--- config.mk ---
export PLATFORM = sky130hd
export DESIGN_NAME = grayscale_controller
export DESIGN_NICKNAME = d
export VERILOG_FILES = /design/src/rtl/grayscale_controller_pkg.sv /design/src/rtl/grayscale_controller_gs_out_fifo.sv /design/src/rtl/grayscale_controller.sv
export SDC_FILE = /design/constraint.sdc
export NUM_CORES = 1
export LEC_CHECK = 0
export ABC_AREA = 1
export BUFFER_PORTS_ARGS = -buffer_cell sky130_fd_sc_hd__buf_2
export CORE_AREA = 3 3 141 75
export CTS_CLUSTER_DIAMETER = 150
export DETAILED_ROUTE_END_ITERATION = 6
export DIE_AREA = 0 0 144 78
export PLACE_DENSITY = 0.78
export SYNTH_ARGS = -nofsm -noshare
export SYNTH_HDL_FRONTEND = slang
export SYNTH_SLANG_ARGS = --single-unit
--- constraint.sdc ---
create_clock -name I_CLK -period 2.5 [get_ports I_CLK]
set_clock_uncertainty 0.15 [all_clocks]
set_input_delay 0.125 -clock I_CLK [delete_from_list [all_inputs] [get_ports I_CLK]]
set_output_delay 0.125 -clock I_CLK [all_outputs]
set_load 0.03 [all_outputs]
--- src/rtl/grayscale_controller_pkg.sv ---
// Shared definitions for the grayscale frame controller: FSM state encoding,
// default image/pixel geometry and a small width helper.
package grayscale_controller_pkg;

  // Frame-level controller states
  typedef enum logic [1:0] {
    IDLE  = 2'd0,
    RUN   = 2'd1,
    DRAIN = 2'd2,
    DONE  = 2'd3
  } gs_state_e;

  // Default geometry: 640x480 frame of 24-bit RGB pixels
  localparam int unsigned DEF_PIXEL_DEPTH = 24;
  localparam int unsigned DEF_IMG_WIDTH   = 640;
  localparam int unsigned DEF_IMG_HEIGHT  = 480;
  localparam int unsigned DEF_ADDR_WIDTH  = 19;
  localparam int unsigned DEF_GS_LATENCY  = 1;
  localparam int unsigned DEF_FIFO_DEPTH  = 4;

  // Counter width that stays at least 1 bit for degenerate sizes
  function automatic int unsigned clog2_min1(input int unsigned v);
    return (v > 1) ? int'($clog2(v)) : 1;
  endfunction

endpackage

--- src/rtl/grayscale_controller_gs_out_fifo.sv ---
// gs_out_fifo: synchronous output buffer for gray pixels.
// Ports:
//   clk, reset      - clock, synchronous active-high reset
//   push, push_data - write one entry (accepted when not full, or when full
//                     and a pop happens in the same cycle)
//   pop, pop_data   - read/remove head entry (ignored when empty); pop_data
//                     is the current head, forced to zero while empty
//   full, empty     - occupancy flags
//   count           - current occupancy
// No combinational bypass: a push into an empty buffer is visible next cycle.
module gs_out_fifo
  import grayscale_controller_pkg::*;
#(
  parameter int unsigned P_WIDTH = 8,
  parameter int unsigned P_DEPTH = 4,
  localparam int unsigned CNT_W  = $clog2(P_DEPTH + 1)
) (
  input  logic               clk,
  input  logic               reset,
  input  logic               push,
  input  logic [P_WIDTH-1:0] push_data,
  input  logic               pop,
  output logic [P_WIDTH-1:0] pop_data,
  output logic               full,
  output logic               empty,
  output logic [CNT_W-1:0]   count
);

  localparam int unsigned PTR_W = clog2_min1(P_DEPTH);

  logic [P_WIDTH-1:0] mem [P_DEPTH];
  logic [PTR_W-1:0]   wr_ptr;
  logic [PTR_W-1:0]   rd_ptr;
  logic               do_push;
  logic               do_pop;

  // Circular pointer advance that also works for non-power-of-two depths
  function automatic logic [PTR_W-1:0] ptr_next(input logic [PTR_W-1:0] p);
    return (p == PTR_W'(P_DEPTH - 1)) ? '0 : p + PTR_W'(1);
  endfunction

  assign do_pop  = pop & ~empty;
  assign do_push = push & (~full | do_pop);

  // Pointer and occupancy bookkeeping
  always_ff @(posedge clk) begin
    if (reset) begin
      wr_ptr <= '0;
      rd_ptr <= '0;
      count  <= '0;
    end else begin
      if (do_push) wr_ptr <= ptr_next(wr_ptr);
      if (do_pop)  rd_ptr <= ptr_next(rd_ptr);
      case ({do_push, do_pop})
        2'b10:   count <= count + CNT_W'(1);
        2'b01:   count <= count - CNT_W'(1);
        default: count <= count;
      endcase
    end
  end

  // Storage needs no reset; stale entries are never exposed
  always_ff @(posedge clk) begin
    if (do_push) mem[wr_ptr] <= push_data;
  end

  assign full     = (count == CNT_W'(P_DEPTH));
  assign empty    = (count == '0);
  assign pop_data = empty ? '0 : mem[rd_ptr];

endmodule

--- src/rtl/grayscale_controller.sv ---
// grayscale_controller: streams one frame of RGB pixels from a source memory
// through an external grayscale unit and writes gray pixels to a sink.
// Ports:
//   I_CLK, I_RESET           - clock, synchronous active-high reset
//   I_START                  - start-frame pulse (honoured only in IDLE)
//   O_BUSY, O_DONE           - frame in progress / one-cycle completion pulse
//   O_RD_EN, O_RD_ADDR       - source read strobe and pixel address
//   I_RD_DATA                - RGB data, valid one cycle after O_RD_EN
//   O_GS_PIXEL, I_GS_PIXEL   - to / from the external grayscale unit
//   O_WR_EN, O_WR_ADDR,
//   O_WR_DATA, I_WR_READY    - sink write with valid/ready handshake
module grayscale_controller
  import grayscale_controller_pkg::*;
#(
  parameter int unsigned P_PIXEL_DEPTH    = DEF_PIXEL_DEPTH,
  parameter int unsigned P_SUBPIXEL_DEPTH = P_PIXEL_DEPTH / 3,
  parameter int unsigned P_IMG_WIDTH      = DEF_IMG_WIDTH,
  parameter int unsigned P_IMG_HEIGHT     = DEF_IMG_HEIGHT,
  parameter int unsigned P_ADDR_WIDTH     = DEF_ADDR_WIDTH,
  parameter int unsigned P_GS_LATENCY     = DEF_GS_LATENCY,
  parameter int unsigned P_FIFO_DEPTH     = DEF_FIFO_DEPTH
) (
  input  logic                        I_CLK,
  input  logic                        I_RESET,
  input  logic                        I_START,
  output logic                        O_BUSY,
  output logic                        O_DONE,
  output logic                        O_RD_EN,
  output logic [P_ADDR_WIDTH-1:0]     O_RD_ADDR,
  input  logic [P_PIXEL_DEPTH-1:0]    I_RD_DATA,
  output logic [P_PIXEL_DEPTH-1:0]    O_GS_PIXEL,
  input  logic [P_SUBPIXEL_DEPTH-1:0] I_GS_PIXEL,
  output logic                        O_WR_EN,
  output logic [P_ADDR_WIDTH-1:0]     O_WR_ADDR,
  output logic [P_SUBPIXEL_DEPTH-1:0] O_WR_DATA,
  input  logic                        I_WR_READY
);

  localparam int unsigned NUM_PIXELS = P_IMG_WIDTH * P_IMG_HEIGHT;
  localparam int unsigned COL_W      = clog2_min1(P_IMG_WIDTH);
  localparam int unsigned ROW_W      = clog2_min1(P_IMG_HEIGHT);
  localparam int unsigned CNT_W      = $clog2(P_FIFO_DEPTH + 1);
  localparam int unsigned SR_LEN     = P_GS_LATENCY + 1;
  localparam int unsigned IFL_W      = $clog2(SR_LEN + 1);

  gs_state_e                   state_q;
  gs_state_e                   state_d;
  logic [P_ADDR_WIDTH-1:0]     rd_addr_q;
  logic [P_ADDR_WIDTH-1:0]     wr_addr_q;
  logic [COL_W-1:0]            col_q;
  logic [ROW_W-1:0]            row_q;
  logic [SR_LEN-1:0]           vld_sr_q;
  logic [IFL_W-1:0]            in_flight;
  logic [CNT_W-1:0]            fifo_count;
  logic                        fifo_full;
  logic                        fifo_empty;
  logic [P_SUBPIXEL_DEPTH-1:0] fifo_head;
  logic                        credit_ok;
  logic                        last_pos;
  logic                        last_wr_addr;
  logic                        rd_en;
  logic                        wr_fire;
  logic                        busy;
  logic                        done;

  // Pixels issued to the source/grayscale path but not yet in the buffer
  always_comb begin
    in_flight = '0;
    for (int i = 0; i < SR_LEN; i++) begin
      in_flight = in_flight + IFL_W'(vld_sr_q[i]);
    end
  end

  // A read may only be issued if its result is guaranteed a buffer slot
  assign credit_ok    = ~fifo_full &&
                        ((32'(fifo_count) + 32'(in_flight)) < P_FIFO_DEPTH);
  assign last_pos     = (col_q == COL_W'(P_IMG_WIDTH - 1)) &&
                        (row_q == ROW_W'(P_IMG_HEIGHT - 1));
  assign wr_fire      = ~fifo_empty & I_WR_READY;
  assign last_wr_addr = (wr_addr_q == P_ADDR_WIDTH'(NUM_PIXELS - 1));

  // Next-state and state-decoded outputs
  always_comb begin
    state_d = state_q;
    rd_en   = 1'b0;
    busy    = 1'b0;
    done    = 1'b0;
    case (state_q)
      IDLE: begin
        if (I_START) state_d = RUN;
      end
      RUN: begin
        busy  = 1'b1;
        rd_en = credit_ok;
        if (credit_ok && last_pos) state_d = DRAIN;
      end
      DRAIN: begin
        busy = 1'b1;
        if (wr_fire && last_wr_addr) state_d = DONE;
      end
      DONE: begin
        done    = 1'b1;
        state_d = IDLE;
      end
      default: state_d = IDLE;
    endcase
  end

  // State register
  always_ff @(posedge I_CLK) begin
    if (I_RESET) state_q <= IDLE;
    else         state_q <= state_d;
  end

  // Read address generation; col/row track the raster position
  always_ff @(posedge I_CLK) begin
    if (I_RESET) begin
      rd_addr_q <= '0;
      col_q     <= '0;
      row_q     <= '0;
    end else if (rd_en) begin
      if (last_pos) begin
        rd_addr_q <= '0;
        col_q     <= '0;
        row_q     <= '0;
      end else begin
        rd_addr_q <= rd_addr_q + P_ADDR_WIDTH'(1);
        if (col_q == COL_W'(P_IMG_WIDTH - 1)) begin
          col_q <= '0;
          row_q <= row_q + ROW_W'(1);
        end else begin
          col_q <= col_q + COL_W'(1);
        end
      end
    end
  end

  // Valid tag follows each read through source and grayscale latency
  always_ff @(posedge I_CLK) begin
    if (I_RESET) begin
      vld_sr_q <= '0;
    end else begin
      vld_sr_q[0] <= rd_en;
      for (int i = 1; i < SR_LEN; i++) begin
        vld_sr_q[i] <= vld_sr_q[i-1];
      end
    end
  end

  // Sink address advances per accepted write, wrapping for the next frame
  always_ff @(posedge I_CLK) begin
    if (I_RESET) begin
      wr_addr_q <= '0;
    end else if (wr_fire) begin
      wr_addr_q <= last_wr_addr ? '0 : wr_addr_q + P_ADDR_WIDTH'(1);
    end
  end

  gs_out_fifo #(
    .P_WIDTH (P_SUBPIXEL_DEPTH),
    .P_DEPTH (P_FIFO_DEPTH)
  ) u_out_fifo (
    .clk       (I_CLK),
    .reset     (I_RESET),
    .push      (vld_sr_q[SR_LEN-1]),
    .push_data (I_GS_PIXEL),
    .pop       (I_WR_READY),
    .pop_data  (fifo_head),
    .full      (fifo_full),
    .empty     (fifo_empty),
    .count     (fifo_count)
  );

  assign O_BUSY     = busy;
  assign O_DONE     = done;
  assign O_RD_EN    = rd_en;
  assign O_RD_ADDR  = rd_addr_q;
  assign O_GS_PIXEL = I_RD_DATA;
  assign O_WR_EN    = ~fifo_empty;
  assign O_WR_ADDR  = wr_addr_q;
  assign O_WR_DATA  = fifo_head;

endmodule

-- After elaboration in Yosys (flattened, before gate mapping)
Memories as Yosys holds them, arrays and structs flattened. A register that Yosys moved wholly into a read port is not among the register bits.
Index checks and enable logic that the tools add are counted.
- ROM bits: 0
- input bits: 36
- bits in latches: 0
- register bits: 68
- RAM bits: 32
- memories: 1
- logic and storage cells: 72
- multiply operators: 0
- order comparisons: 1
- reduce and logical (&&, ||, !) cells: 11
- shift operators: 0
- equality and inequality tests: 14
- muxes and demuxes: 21
- add/subtract/negate cells: 10
- bitwise operators: 5
- divide/modulo/power cells: 0
- memory list (memory ; depth ; width ; read ports ; clocked after memory_dff ; write ports ; line ; RTL):
    u_out_fifo.mem ; 4 ; 8 ; 1 ; 1 ; 1 ; grayscale_controller_gs_out_fifo.sv:31 ; logic [P_WIDTH-1:0] mem [P_DEPTH];
- operator list (cell ; number):
    19-bit by 1-bit adder with 19-bit output, second input constant ; 2
    19-bit 2-to-1 mux ; 2
    10-bit 2-to-1 mux ; 2
    19-bit equality test, second input constant ; 1
    9-bit 2-to-1 mux ; 2
    2-bit 2-to-1 mux ; 7
    10-bit by 1-bit adder with 10-bit output, second input constant ; 1
    10-bit equality test, second input constant ; 1
    2-bit equality test, second input constant ; 5
    9-bit by 1-bit adder with 9-bit output, second input constant ; 1
    9-bit equality test, second input constant ; 1
    8-bit 2-to-1 mux ; 1
    2-bit one-hot mux with 4 select lines ; 1
    2-bit != test, second input constant ; 3
    3-bit one-hot mux with 2 select lines ; 1
    1-bit 2-to-1 mux ; 5
    2-bit by 1-bit adder with 2-bit output, second input constant ; 2
    3-bit by 2-bit adder with 4-bit output ; 1
    2-bit by 1-bit equality test with 1-bit output, second input constant ; 2
    1-bit logical AND ; 4
    4-bit by 3-bit < comparator with 1-bit output, second input constant ; 1
    2-bit nonzero test ; 2
    3-bit by 1-bit adder with 3-bit output, second input constant ; 1
    3-bit equality test, second input constant ; 1
    other kinds (10) ; 12

-- Logic depth before layout (Yosys ltp)
Gate-level depths: netlist of run 1.
- depth in word-level cells: 7
- depth in mapped cells: 13
- mapped depth without buffers: 12

-- Cells and area by module
From an unflattened synthesis of run 1, not the netlist that was laid out.
- cells, all modules: 630
- area total of the unflattened synthesis: 5046.1 sq um
- by module, submodules not included (module ; area each (sq um) ; seq. area each (sq um) ; cells each ; instances):
    grayscale_controller ; 3291.9 ; 1221.2 ; 465 ; 1
    gs_out_fifo ; 1754.2 ; 1141.1 ; 165 ; 1

-- Worst setup path after synthesis of run 1
No wires, ideal clock.
- path type: register to register
- start: reg rd_addr_q[0], in the netlist O_RD_ADDR[0]
- end: reg rd_addr_q[16], in the netlist O_RD_ADDR[16]
- required time: 2.240 ns
- arrival: 1.594 ns
- period minus slack after synthesis: 1.854 ns
- library setup time: 0.110 ns
- path slack: 0.646 ns
- buffers on the path: 0
- stages on the path, launching flop included: 11
- cell sequence: dfxtp_1 > ha_1 > nand3_1 > nor2_1 > nand3_1 > nor2_4 > nand2_2 > nor2_4 > nand3_1 > nand2_1 > nor2_1
- cells in the longest elaborated chain, start to end: 2
- ends and longest elaborated chain (element ; line ; RTL):
    start, declared ; grayscale_controller.sv:48 ; logic [P_ADDR_WIDTH-1:0] rd_addr_q;
    start signal, assigned ; grayscale_controller.sv:127 ; rd_addr_q <= rd_addr_q + P_ADDR_WIDTH'(1);
    19-bit by 1-bit adder with 19-bit output ; grayscale_controller.sv:127 ;
    19-bit 2-to-1 mux ; grayscale_controller.sv:122 ; if (last_pos) begin
Every way passes these cells.
A chain may end at the register's enable or synchronous reset.

==> results of run 1 <==
-- cells in the final DEF, fill, tap and decap left out, types with 2 or more instances in the layout --
cell,Yosys,layout
nand3_2,2,2
nor2_1,104,104
xor2_1,12,12
clkbuf_16,0,9
nor3_1,16,16
nand2_2,6,6
a21oi_1,36,36
buf_2,1,61
nor2_4,11,11
edfxtp_1,32,32
o21ai_1,3,3
nand4_1,9,9
inv_2,5,5
nand3_1,24,24
xnor2_1,4,4
a31oi_1,2,2
dlygate4sd3_1,0,8
dfxtp_1,70,70
nand2_4,2,2
nand2_1,96,96
a211oi_1,5,5
buf_4,24,7
o21ai_0,32,32
nor3_2,4,4
ha_1,14,14
nor3b_1,3,3
nor2_2,4,4
inv_1,70,70
clkinvlp_2,0,2
-- cell type report --
type | count | area [sq um] | area share (%)
Multi-Input combinational cell | 400 | 2130 | 37.8
Tap cell | 121 | 151 | 2.68
Clock buffer | 10 | 229 | 4.06
Inverter | 75 | 282 | 4.99
Sequential cell | 102 | 2360 | 41.9
Clock inverter | 6 | 46.3 | 0.821
Timing Repair Buffer | 76 | 438 | 7.76
-- power groups by stage --
stage / Combinational, W / Clock (W) / Sequential, W
global placement: 0.00138 / 0 / 0.00197
global route: 0.00158 / 0.00140 / 0.00196
detailed placement: 0.00140 / 0 / 0.00197
CTS: 0.00142 / 0.00133 / 0.00194
finish: 0.00142 / 0.00130 / 0.00194
floorplan: 0.00114 / 0 / 0.00196
-- sequential cells by signal, indices dropped and copies added (netlist names), 3 cells and up, named ones only --
signal,count
u_out_fifo.mem,32
O_RD_ADDR,19
O_WR_ADDR,19
col_q,10
row_q,9
u_out_fifo.count,3
-- metrics by stage --
| step | std cells | total power, W |
|---|---|---|
| final | 790 | 0.00466 |
| after CTS | 790 | 0.00469 |
| after global placement | 766 | 0.00335 |
| after floorplan | 611 | 0.00309 |
| after detailed placement | 766 | 0.00337 |
| after global routing | 790 | 0.00493 |
-- worst max-delay path by stage --
stage          slack (ns)                 from            end  depth (start not counted)
2_1_floorplan        0.65         O_RD_ADDR[0]  O_RD_ADDR[16]                         10
3_3_place_gp         0.56  u_out_fifo.count[0]       row_q[1]                         11
3_5_place_dp         0.52  u_out_fifo.count[0]  O_RD_ADDR[13]                         11
4_1_cts              0.33             register   O_WR_DATA[6]                          4
5_1_grt              0.20             register   O_WR_DATA[1]                          4
6_report             0.37             register   O_WR_DATA[6]                          4
-- worst max-delay path: cells and delay by family (launching register included) --
kind / cells / cell delay [ns]
compound gates: 2 / 0.35
flops: 1 / 0.71
buf+inv: 2 / 0.46
-- routing by layer --
layer  up-vias  global-route usage, %  share of wire [%]
li1       2058                      -                  -
met1      1766                   23.3                 46
met2        80                   30.5                 46
met3        33                   3.63                5.0
met4         0                   9.68                2.4
met5         -                      0                  0
-- logic make-up after synthesis --
kind of cell | after synthesis | synth area share, %
simple gates | 287 | 26.9
flops | 102 | 47.1
compound gates | 82 | 8.93
fa+ha+maj | 15 | 3.89
xor+xnor | 16 | 2.79
buf+inv | 109 | 10.4
==> summary.md, run 1 <==
| Metric | Value |
|---|---|
| First-pass GRT wire length | 17.0 mm |
| Hold-fix buffers, CTS | 8 |
| Post-synth top flop | dfxtp_1 |
| Crit. End Element | primary output |
| Worst r2r dst | O_RD_ADDR[13] |
| Slowest stage cell, crit path | dfxtp_1 |
| Area post-placement | 5290 sq um |
| Final hold slack | 0.0516 ns |
| Synth warn | 0 |
| Comb power frac | 30.4% |
| Clock latency on the worst-skew pair | 0.34 ns |
| DRT antenna net count | 0 |
| Width of the die | 144 microns |
| Core area | 9350 sq um |
| N_diodes | 0 |
| DR vias/cell | 4.98 |
| Most common cell in the synthesized netlist | nor2_1 |
| Finished Core Util | 60.3% |
| Nets | 715 |
| NetSw | 0.00175 W |
| Worst IR drop on VDD | 0.445 mV |
| Post-synth top cells | nor2_1, nand2_1, dfxtp_1, inv_1, a21oi_1 |
| Reg2Reg Launch Point | u_out_fifo.count[0] |
| Hold depth | 4 |
| DRT iter0 DRCs | 191 |
| Fin. Hold Viols | 0 |
| WL/cell | 12.6 microns |
| Period utilization | 85.3% |
| Vias in the first global route | 3,853 |
| Total Die Area | 11,200 sq um |
| Antenna violations before repair | 0 |
| Max-cap viol count | 0 |
| Design area | 5640 sq um |
| Area contributors post-synth | dfxtp_1, edfxtp_1, nor2_1 |
| DRC errors left | 0 |
| Critical path class | register to primary output |
| Top cell type's share of synthesized area | 27.9% |
| Placer Congestion | 0.851 |
| Syn Std Cell Area | 5020 sq um |
| Worst min-delay path category | input port to register |
| Status | finished clean |
| Cts repair resizes | 0 |
| Clk pwr share | 28.0% |
| Critical Path Start Type | register |
| Min Tclk post-route | 2.13 ns |
| CTS Buffer Depth | 2 |
| Fin Setup TNS | 0 ns |
| Worst slack at placement | 0.516 ns |
| CTS tree | done |
| Postcts setup bufs | 0 |
| Leftover overflow at the end of global routing | 0 |
| Slew @ Worst Pin | 0.614 ns |
| Worst path cell trace | inv_2, o21ai_0, a21oi_1, buf_2 |
| FP Rows | 25 |
| Hold Path Origin | I_WR_READY |
| Seq/Total Area, Yosys | 47.1% |
| Hold endpoint | O_WR_ADDR[1] |
| Setup slack, reg-to-reg | 0.50 ns |
| Switching Share | 37.5% |
| Clk slew on worst S/H paths | 0.07 ns |
| Vias | 3,937 |
| Port Buffer Count | 61 |
| Initial Util | 53.6% |
| Chip Height | 78 microns |
| Finish-stage setup viols | 0 |
| GRT Util Overall | 18.6% |
| Final HPWL DP | 7.04 mm |
| RSZ-0062 raised after global routing | no |
| Fraction of registers with async set/reset | 0% |
| CP max FO | 17 |
| Pin count of the biggest net entering global routing | 20 |
| Flop pwr share | 41.6% |
| WP data arrival | 1.86 ns |
| Synthesized area per cell | 8.21 sq um |
| # IOs | 110 |
| Pint | 0.00291 W |
| Pwr dens | 826 nW/um^2 |
| Root buf cell | clkbuf_16 |
| DRT Pass-1 Iters | 5 |
| Flops & latches, synth | 102 |
| Number of enable flip-flop cells after synthesis | 32 |
| Leak pwr | 2.31 nW |
| H-Tree Level Count | 3 |
| Routed wire length | 9.92 mm |
| Fraction of layout cells with a size suffix above 1 | 17.9% |
| Crit-path max cell delay | 0.71 ns |
| Synthesis-to-layout area growth | 12.4% |
| Worst Setup Slack, final | 0.367 ns |
| Synth area leader | dfxtp_1 |
| Fin. max-slew vios | 0 |
| Post-Syn Nets | 662 |
| Worst endpoint required time | 2.23 ns |
| Slew headroom | 59.0% |
| Clock Sinks | 102 |
| CTS Buf Count | 9 |
| Worst Reg-to-Reg Cells | 11 |
| Post-Syn Instances | 611 |
| Fillers | 799 |
| FMAX | 469 MHz |
| Synth cell types | 40 |
Power figures use the tool's default switching activity.
==> run 2, diff against run 1 <==
--- a/config.mk
+++ b/config.mk
@@ -7,11 +7,12 @@
 export LEC_CHECK = 0
 export ABC_AREA = 1
 export BUFFER_PORTS_ARGS = -buffer_cell sky130_fd_sc_hd__buf_2
-export CORE_AREA = 3 3 141 75
+export CORE_AREA = 3 3 140 74
 export CTS_CLUSTER_DIAMETER = 150
 export DETAILED_ROUTE_END_ITERATION = 6
-export DIE_AREA = 0 0 144 78
-export PLACE_DENSITY = 0.78
+export DIE_AREA = 0 0 143 77
+export PLACE_DENSITY = 0.8
 export SYNTH_ARGS = -nofsm -noshare
 export SYNTH_HDL_FRONTEND = slang
+export SYNTH_HIERARCHICAL = 1
 export SYNTH_SLANG_ARGS = --single-unit
==> run 2 against run 1 <==
Final cell count increased by 2.7%. Clock power increased by 4%. Combinational power decreased by 3%. Routed wire length increased by 2.7%. Flip-flop and latch count unchanged. Register-to-register slack got worse by 0.13 ns. Global-route usage increased by 1.1 points. Sequential power about the same. Via count increased by 2.6%. Utilization increased by 0.88 points. Critical path depth increased by 4. Largest power group unchanged.
==> summary.md, run 2 <==
| Metric | Value |
|---|---|
| Area contributors post-synth | dfxtp_1, edfxtp_1, nor2_1 |
| Clock Sinks | 102 |
| Crit. End Element | primary output |
| CTS tree | done |
| Pwr dens | 824 nW/um^2 |
| Worst IR drop on VDD | 0.342 mV |
| CTS Buffer Depth | 2 |
| Number of stages on the worst setup path | 8 |
| Max-cap viol count | 0 |
| Fraction of layout cells with a size suffix above 1 | 17.2% |
| Slew headroom | 59.1% |
| Syn Std Cell Area | 5050 sq um |
| Synth area leader | dfxtp_1 |
| Critical path class | register to primary output |
| Commonest cells after routing, fill and taps aside | nor2_1, nand2_1, inv_1, dfxtp_1, buf_2 |
| Worst path cell trace | ha_1, nand2_1, nand2_1, nand2_1, nand2_1, nor2_2, buf_4, buf_2 |
| Root buf cell | clkbuf_16 |
| WP data arrival | 1.95 ns |
| Vias in the first global route | 3,931 |
| Period utilization | 88.8% |
| WL/cell | 12.6 microns |
| Leftover overflow at the end of global routing | 0 |
| RSZ-0062 raised after global routing | no |
| Finish-stage setup viols | 0 |
| Core area | 9290 sq um |
| Delay-heaviest family, CP | simple AND/OR/NAND/NOR gates |
| Fin. max-slew vios | 0 |
| Slowest stage cell, crit path | dfxtp_1 |
| Worst Reg-to-Reg Cells | 9 |
| Hold-fix buffers, CTS | 9 |
| Vias | 4,040 |
| Top reg by flops | u_out_fifo/mem |
| Final HPWL DP | 7.38 mm |
| DRT iter0 DRCs | 295 |
| Leak pwr | 2.37 nW |
| Seq/Total Area, Yosys | 46.8% |
| Nets | 737 |
| Post-Syn Instances | 630 |
| CP Buf/Inv Count | 2 |
| Number of enable flip-flop cells after synthesis | 32 |
| Clock latency on the worst-skew pair | 0.35 ns |
| DRT antenna net count | 0 |
| Worst min-delay path category | input port to register |
| Width of the die | 143 microns |
| Flops & latches, synth | 102 |
| Cts repair resizes | 0 |
| Clk slew on worst S/H paths | 0.07 ns |
| Post-synth top cells | nor2_1, nand2_1, inv_1 |
| Synthesis-to-layout area growth | 12.6% |
| H-Tree Level Count | 3 |
| Fin Setup TNS | 0 ns |
| Fin. Hold Viols | 0 |
| Chip Height | 77 microns |
| Postcts setup bufs | 0 |
| Min Tclk post-route | 2.22 ns |
| Post-Syn Nets | 682 |
| Status | finished clean |
| DR vias/cell | 4.98 |
| Pin count of the biggest net entering global routing | 20 |
| Most used cell, CP | nand2_1 |
| FMAX | 450 MHz |
| Worst endpoint required time | 2.23 ns |
| DRC errors left | 0 |
| Final hold slack | 0.0370 ns |
| Most common cell after layout, fill and taps aside | nor2_1 |
| Critical Path Start Type | register |
| CTS Buf Count | 9 |
| N_diodes | 0 |
| Total Die Area | 11,000 sq um |
| Worst setup path startpoint | u_out_fifo/count[0] |
| Synth warn | 6 |
| # IOs | 110 |
| Most common cell in the synthesized netlist | nor2_1 |
| Crit-path max cell delay | 0.37 ns |
| Initial Util | 54.3% |
| Antenna violations before repair | 0 |
| Worst r2r dst | O_WR_ADDR[16] |
| Routed wire length | 10.2 mm |
| Crit path to | O_RD_EN |
| CP max FO | 9 |
| Fraction of registers with async set/reset | 0% |
| FP Rows | 25 |
| Slew @ Worst Pin | 0.612 ns |
| Post-synth top flop | dfxtp_1 |
| Setup slack, reg-to-reg | 0.37 ns |
| GRT Util Overall | 19.7% |
| Port Buffer Count | 61 |
| Synthesized area per cell | 8.01 sq um |
| Top cell type's share of synthesized area | 27.8% |
| Synth cell types | 39 |
| DRT Pass-1 Iters | 4 |
| Placer Congestion | 0.885 |
| Number of flip-flops in the largest register | 32 |
| First-pass GRT wire length | 17.6 mm |
| Reg2Reg Launch Point | u_out_fifo/count[2] |
==> run 2: changes by cell type after synthesis, moves of 7 or more <==
cell,before,now
nor2_4,11,3
nor3_1,16,23
o21ai_0,32,17
nor2_1,104,119
o21ai_1,3,11
==> run 2: worst min path at each step <==
stage,from,endpoint,slack (ns),cells after the start
finish,I_START,state_q[0],0.04,5
global route,I_START,state_q[0],0.06,5
CTS,I_START,state_q[0],0.03,5
detailed placement,I_RD_DATA[7],O_GS_PIXEL[7],0.10,0
global placement,I_RD_DATA[7],O_GS_PIXEL[7],0.10,0
floorplan,I_GS_PIXEL[0],u_out_fifo/mem[0][0],0.07,0
==> run 2: final cells by class <==
type	count	area, sq um
fill	829	3610
sequential	102	2360
multi-input combinational	416	2130
timing repair buffer	79	463
inverter	77	289
clock buffer	9	225
tap	121	151
clock inverter	7	63.8
==> run 2: per-stage QoR <==
step	cell area, sq um	util [%]	setup slack, ns	instances	total power [W]
floorplan	5050	-	0.496	630	0.00308
global placement	5310	57.1	0.456	786	0.00333
detailed placement	5310	57.1	0.381	786	0.00336
CTS	5680	61.2	0.272	811	0.00472
global route	5680	61.2	0.155	811	0.00499
finish	5680	61.2	0.279	811	0.00468
==> run 2: worst register-to-register path: cells and delay by family, from the launching register on <==
family                 cells  cell delay, ns
and+or+nand+nor            5            0.75
AOI/OAI and AO/OA          1            0.42
DFF                        1            0.36
buffers and inverters      3            0.34
==> run 2: per-layer routing <==
layer	up-vias	track usage (%)	routed length, microns	share of wire, %
met5	-	0	0	0
met4	0	8.25	211	2.1
met3	28	4.61	504	5.0
met2	86	32.9	4880	48
met1	1814	24.5	4590	45
li1	2112	-	-	-
==> run 2: power by group <==
group          internal (W)  switching [W]
Sequential          0.00182       0.000141
Combinational      0.000435       0.000943
Clock              0.000697       0.000649
==> run 2: logic make-up after synthesis <==
family,share of synthesized area [%]
DFF,46.8
and+or+nand+nor,27.4
adders and majority gates,4.12
AOI/OAI and AO/OA,7.51
xor gates and xnor gates,3.12
buffers and inverters,11.0
